--- src/rtl/lookahead_carry_unit.sv ---
// ---------------------------------------------------------------------------
// lookahead_carry_unit
// Registered carry-lookahead unit for one WIDTH-bit group of a CLA adder.
// Every carry is built as a flat sum-of-products of g/p/c_in, so no
// carry term depends on another carry term. Group P/G are also produced for a
// higher-level lookahead stage. The result is registered with one cycle of
// latency and a valid strobe.
//
// Optional feature macro: LCU_COUNT_EN
//   When this macro is defined, the module adds the output cout_cnt[15:0]. It
//   is a saturating count of accepted transactions whose carry-out is 1.
// ---------------------------------------------------------------------------
module lookahead_carry_unit #(
    parameter int WIDTH = 4
) (
    input  logic             clk,
    input  logic             rst,
    input  logic             in_valid,
    input  logic [WIDTH-1:0] p,
    input  logic [WIDTH-1:0] g,
    input  logic             c_in,
    output logic             out_valid,
    output logic [WIDTH-1:0] c,
    output logic             c_out,
    output logic             P,
    output logic             G
`ifdef LCU_COUNT_EN
    ,
    output logic [15:0]      cout_cnt
`endif
);

    // Bit mask with bits lo..hi-1 set. It is only called with elaboration
    // constants, so each product term collapses to a fixed AND of p bits.
    function automatic logic [WIDTH-1:0] span_mask(input int lo, input int hi);
        logic [WIDTH-1:0] m;
        m = '0;
        for (int b = 0; b < WIDTH; b++) begin
            if ((b >= lo) && (b < hi)) begin
                m[b] = 1'b1;
            end
        end
        return m;
    endfunction

    // gen_part[i]  : carry into bit i when c_in is 0 (sum of generate terms)
    // prop_part[i] : AND of p[0..i-1], the path from c_in to bit i
    // k_comb[i]    : full carry into bit i; k_comb[WIDTH] is the carry-out
    logic [WIDTH:1] gen_part;
    logic [WIDTH:1] prop_part;
    logic [WIDTH:0] k_comb;

    assign k_comb[0] = c_in;

    // Flattened lookahead. For carry i, term j is g[j] ANDed with every
    // propagate strictly above j and below i. Bits outside that span are
    // forced to 1 by the inverted mask, so they do not affect the AND
    // reduction.
    genvar gi, gj;
    generate
        for (gi = 1; gi <= WIDTH; gi++) begin : g_carry
            logic [gi-1:0] terms;
            for (gj = 0; gj < gi; gj++) begin : g_term
                assign terms[gj] = g[gj] & (&(p | ~span_mask(gj + 1, gi)));
            end
            assign gen_part[gi]  = |terms;
            assign prop_part[gi] = &(p | ~span_mask(0, gi));
            assign k_comb[gi]    = gen_part[gi] | (prop_part[gi] & c_in);
        end
    endgenerate

    // Group terms come directly from the widest span. This means
    // c_out == G | (P & c_in) holds by construction.
    logic grp_p_next;
    logic grp_g_next;

    assign grp_p_next = prop_part[WIDTH];
    assign grp_g_next = gen_part[WIDTH];

    logic [WIDTH-1:0] c_reg;
    logic             c_out_reg;
    logic             grp_p_reg;
    logic             grp_g_reg;
    logic             out_valid_reg;

    // Result registers: capture on in_valid, hold otherwise, and clear on reset.
    always_ff @(posedge clk) begin
        if (rst) begin
            c_reg         <= '0;
            c_out_reg     <= 1'b0;
            grp_p_reg     <= 1'b0;
            grp_g_reg     <= 1'b0;
            out_valid_reg <= 1'b0;
        end else begin
            out_valid_reg <= in_valid;
            if (in_valid) begin
                c_reg     <= k_comb[WIDTH-1:0];
                c_out_reg <= k_comb[WIDTH];
                grp_p_reg <= grp_p_next;
                grp_g_reg <= grp_g_next;
            end
        end
    end

    assign c         = c_reg;
    assign c_out     = c_out_reg;
    assign P         = grp_p_reg;
    assign G         = grp_g_reg;
    assign out_valid = out_valid_reg;

`ifdef LCU_COUNT_EN
    logic [15:0] cout_cnt_reg;

    // Saturating count of accepted results whose carry-out is 1. It updates
    // on the same edge that loads c_out.
    always_ff @(posedge clk) begin
        if (rst) begin
            cout_cnt_reg <= '0;
        end else if (in_valid && k_comb[WIDTH] && (cout_cnt_reg != 16'hFFFF)) begin
            cout_cnt_reg <= cout_cnt_reg + 16'd1;
        end
    end

    assign cout_cnt = cout_cnt_reg;
`endif

endmodule

--- config.mk ---
export PLATFORM = sky130hd
export DESIGN_NAME = lookahead_carry_unit
export DESIGN_NICKNAME = d
export VERILOG_FILES = /design/src/rtl/lookahead_carry_unit.sv
export SDC_FILE = /design/constraint.sdc
export NUM_CORES = 1
export LEC_CHECK = 0
export ABC_AREA = 1
export CORE_AREA = 2 2 39 41
export CTS_CLUSTER_DIAMETER = 100
export DETAILED_ROUTE_END_ITERATION = 12
export DIE_AREA = 0 0 41 43
export HOLD_SLACK_MARGIN = 0.03
export PLACE_DENSITY_LB_ADDON = 0.3
export SYNTH_ARGS = -nofsm -noshare
export SYNTH_HDL_FRONTEND = slang
export SYNTH_SLANG_ARGS = --single-unit
export TNS_END_PERCENT = 5
--- constraint.sdc ---
create_clock -name clk -period 0.81 [get_ports clk]
set_input_delay 0.162 -clock clk [delete_from_list [all_inputs] [get_ports clk]]
set_output_delay 0.162 -clock clk [all_outputs]
set_load 0.005 [all_outputs]
---- After elaboration in Yosys (flattened, before gate mapping) ----
Index checks and enable logic that the tools add are counted.
storage, ports and cells
  register bits after elaboration ......... 8
  bits of input ports ..................... 12
  output and inout bits ................... 8
  word-level logic and storage cells ...... 28
operators by class
  reductions and logical operators ........ 9
  bitwise logic cells ..................... 14
operator list
  cell              number
  $and 1x1->1       10
  $reduce_and 2->1  3
  $reduce_and 3->1  2
  $or 1x1->1        4
  $reduce_and 4->1  1
  $reduce_or 4->1   1
  $reduce_or 3->1   1
  $reduce_or 2->1   1

---- Depth between registers and ports, before layout ----
  depth in word-level cells ............... 4
  gate-level depth with buffers ........... 6
  mapped depth without buffers ............ 6

---- Least setup slack after synthesis ----
No wires, ideal clock.
  kind .................................... flip-flop to flip-flop
  start ................................... reg c_out (netlist name)
  end ..................................... reg c_out_reg (netlist: c_out)
  required time ........................... 0.740 ns
  library setup time ...................... 0.070 ns
  cell stages (with the launch flop) ...... 5
  setup slack ............................. 0.157 ns
  buffers on the path ..................... 0
  data arrival time ....................... 0.583 ns
  clock period less this slack ............ 0.653 ns
  path through ............................ dfxtp_1 > nand2_1 > nand2_1 > nand2_1 > a21oi_1
RTL lines
  what                  RTL line  RTL
  end signal, assigned  98        c_out_reg <= k_comb[WIDTH];
  end, declared         81        logic c_out_reg;

---- Worst setup path after layout ----
  start ................................... reg c_out_reg (netlist: c_out)
  end ..................................... out c_out
RTL lines
  what           RTL line  RTL
  end, declared  24        output logic c_out,
No word-level cell between the ends.

==> results.md <==
* Vias at 413
* DIE AREA at 1763 um2
* Most common cell after layout, fill and taps aside: nand2_1
* First drt pass iteration count at 3
* CTS tree: done
* Final Worst Setup Slack at -45.48 ps
* Cell Int Power at 0.0007244 W
* Worst-Skew Late Latency at 250 ps
* Power per cell area at 1488 nW/um2
* Fin Clk Skew at 0 ps
* Tot GR Track Use at 12.90%
* Most frequent cells in the layout: nand2_1 (20), buf_4 (12), dlygate4sd2_1 (8), dfxtp_2 (7)
* RSZ-0062 raised after global routing: true
* Max reg flops at 4
* WS Path Type: reg2out
* Gr ovfl total at 0
* # nets final at 96
* Antenna violations before repair at 0
* Clk network pwr share at 32.1%
* Fin util at 46.84%
* VDD IR max at 0.0007612 V
* Slew @ Worst Pin at 336.5 ps
* Core ar. at 1384 um2
* CP top delay family: flip-flops
* Flop2flop setup slack at 40 ps
* P_leak at 0.3489 nW
* Synthesized Nets at 61
* Mapped cell area at 342.8 um2
* Setup crit start kind: register
* Setup TNS at -263.4 ps
* Sw Pwr at 0.0002398 W
* Initial Util at 24.77%
* Status: finished with violations
* Largest net degree at the start of global routing at 9
* H-tree depth at 1
* Failing checks: setup timing
* Highest clock rate at 1.169 GHz
* Final min period at 855.5 ps
* Clk buf depth at 2
* Die Y at 43 um
* Slew Limit Fails at 0
* Final hold slack at 271.4 ps
* Layout cell share with drive strength beyond 1 at 41.46%
* First-pass GRT wire length at 1483 um
* Crit-path max FO at 2
* Port Buffers at 19
* Hold crit path type: in2reg
* Area delta synth->final at 89.05%
* Root buffer cell: clkbuf_4
* Number of global-route vias before repair at 363
* Post-route DRC at 0
* Max-Cap Viols at 0
* WP buf/inv at 1
* Drt via density at 4.214
* Period utilization at 105.6%
* Synth warn at 0
* Clock sink count at 8
* Yosys cell types at 12
* Routability cong. at 0.7168
* Relative slew slack at 77.53%
* Seq/Total Area, Yosys at 46.72%
* Detailed Route Iter0 Violations at 7
* CP peak stage delay at 320 ps
* Post-route ant nets at 0
* Fin. Hold Viols at 0
* Clk slew on worst S/H paths at 50 ps
* Total Wirelength at 872 um
* # fillers at 144
* # IOs at 20
* Yosys reg bits at 8
* WL per Instance at 8.898 um
* Comb power frac at 22.4%
* Worst-path cell chain: buf_2
* Critical Path RT at 650 ps
* Row Count at 14
* Crit path DAT at 690 ps
* # diodes at 0
* Flop pwr share at 45.5%
* Syn_area_per_cell at 6.997 um2
* Slowest stage cell on the critical path: dfxtp_2
* Final Setup Violations at 8
* Post-Synthesis Cells at 49
* DIE WIDTH at 41 um
* CP endpoint kind: primary output
* Cts bufs inserted at 3
* Net Sw Frac at 24.87%
## area by class of cell
type | count | area, um2 | share of cell area (%)
tap | 16 | 20.02 | 3.089
clock buffer | 3 | 22.52 | 3.475
sequential | 8 | 168.9 | 26.06
timing repair buffer | 31 | 251.5 | 38.80
inverter | 6 | 22.52 | 3.475
multi-input combinational | 34 | 162.7 | 25.10
## power groups by stage
stage | Sequential (W) | Clock, W | Combinational [W]
CTS | 0.000436 | 0.000324 | 0.000204
floorplan | 0.000443 | 0 | 0.0000666
detailed placement | 0.000441 | 0 | 0.000236
global route | 0.000441 | 0.000351 | 0.000242
global placement | 0.000439 | 0 | 0.000236
finish | 0.000438 | 0.000310 | 0.000216
## final timing paths
kind,startpoint,end,depth (start not counted)
min,rst,c_out$_SDFFE_PP0P_,2
min reg2reg,P$_SDFFE_PP0P_,P$_SDFFE_PP0P_,2
max,c_out$_SDFFE_PP0P_,c_out,1
max reg2reg,c_out$_SDFFE_PP0P_,c_out$_SDFFE_PP0P_,5
## metal layers
metal  part of all wire [%]  vias up  track usage [%]
li1                       -      219                -
met1                     44      180            15.31
met2                     49       14            17.81
met3                    7.5        0            7.853
met4                      0        0            6.000
met5                      0        -                0
## cell families after synthesis
logic type	count (synthesis)	synth area share [%]
AO/OA/AOI/OAI	8	15.69
AND/OR/NAND/NOR	26	29.93
flip-flops	8	46.71
buffers and inverters	7	7.663
## through the flow
| step | cell area (um2) | cells | worst slack (ps) | total power (W) |
|---|---|---|---|---|
| floorplan | 342.8 | 49 | 156.9 | 0.0005093 |
| global placement | 631.9 | 94 | -466.7 | 0.0006754 |
| detailed placement | 631.9 | 94 | -445.0 | 0.0006773 |
| CTS | 621.8 | 98 | -58.08 | 0.0009645 |
| global route | 648.1 | 98 | -80.91 | 0.001035 |
| finish | 648.1 | 98 | -45.48 | 0.0009642 |
## timing repair
action | CTS | global route
gates resized for setup | 49 | 6
pin swaps | 5 | 0
setup buffers | 1 | 0
endpoints found under the setup margin | 15 | 11
hold buffers | 0 | 0
## synth_stat cells (all sizes together)
| cell | n | share of area, % |
|---|---|---|
| clkbuf | 1 | 1.1 |
| nand3 | 1 | 1.5 |
| inv | 6 | 6.6 |
| a31oi | 2 | 3.6 |
| nor3b | 1 | 2.2 |
| a21oi | 5 | 11 |
| nor2 | 3 | 3.3 |
| o21ai | 1 | 1.5 |
| nand2 | 21 | 23 |
| dfxtp | 8 | 47 |
No activity file was read; power rests on OpenSTA's default activity.
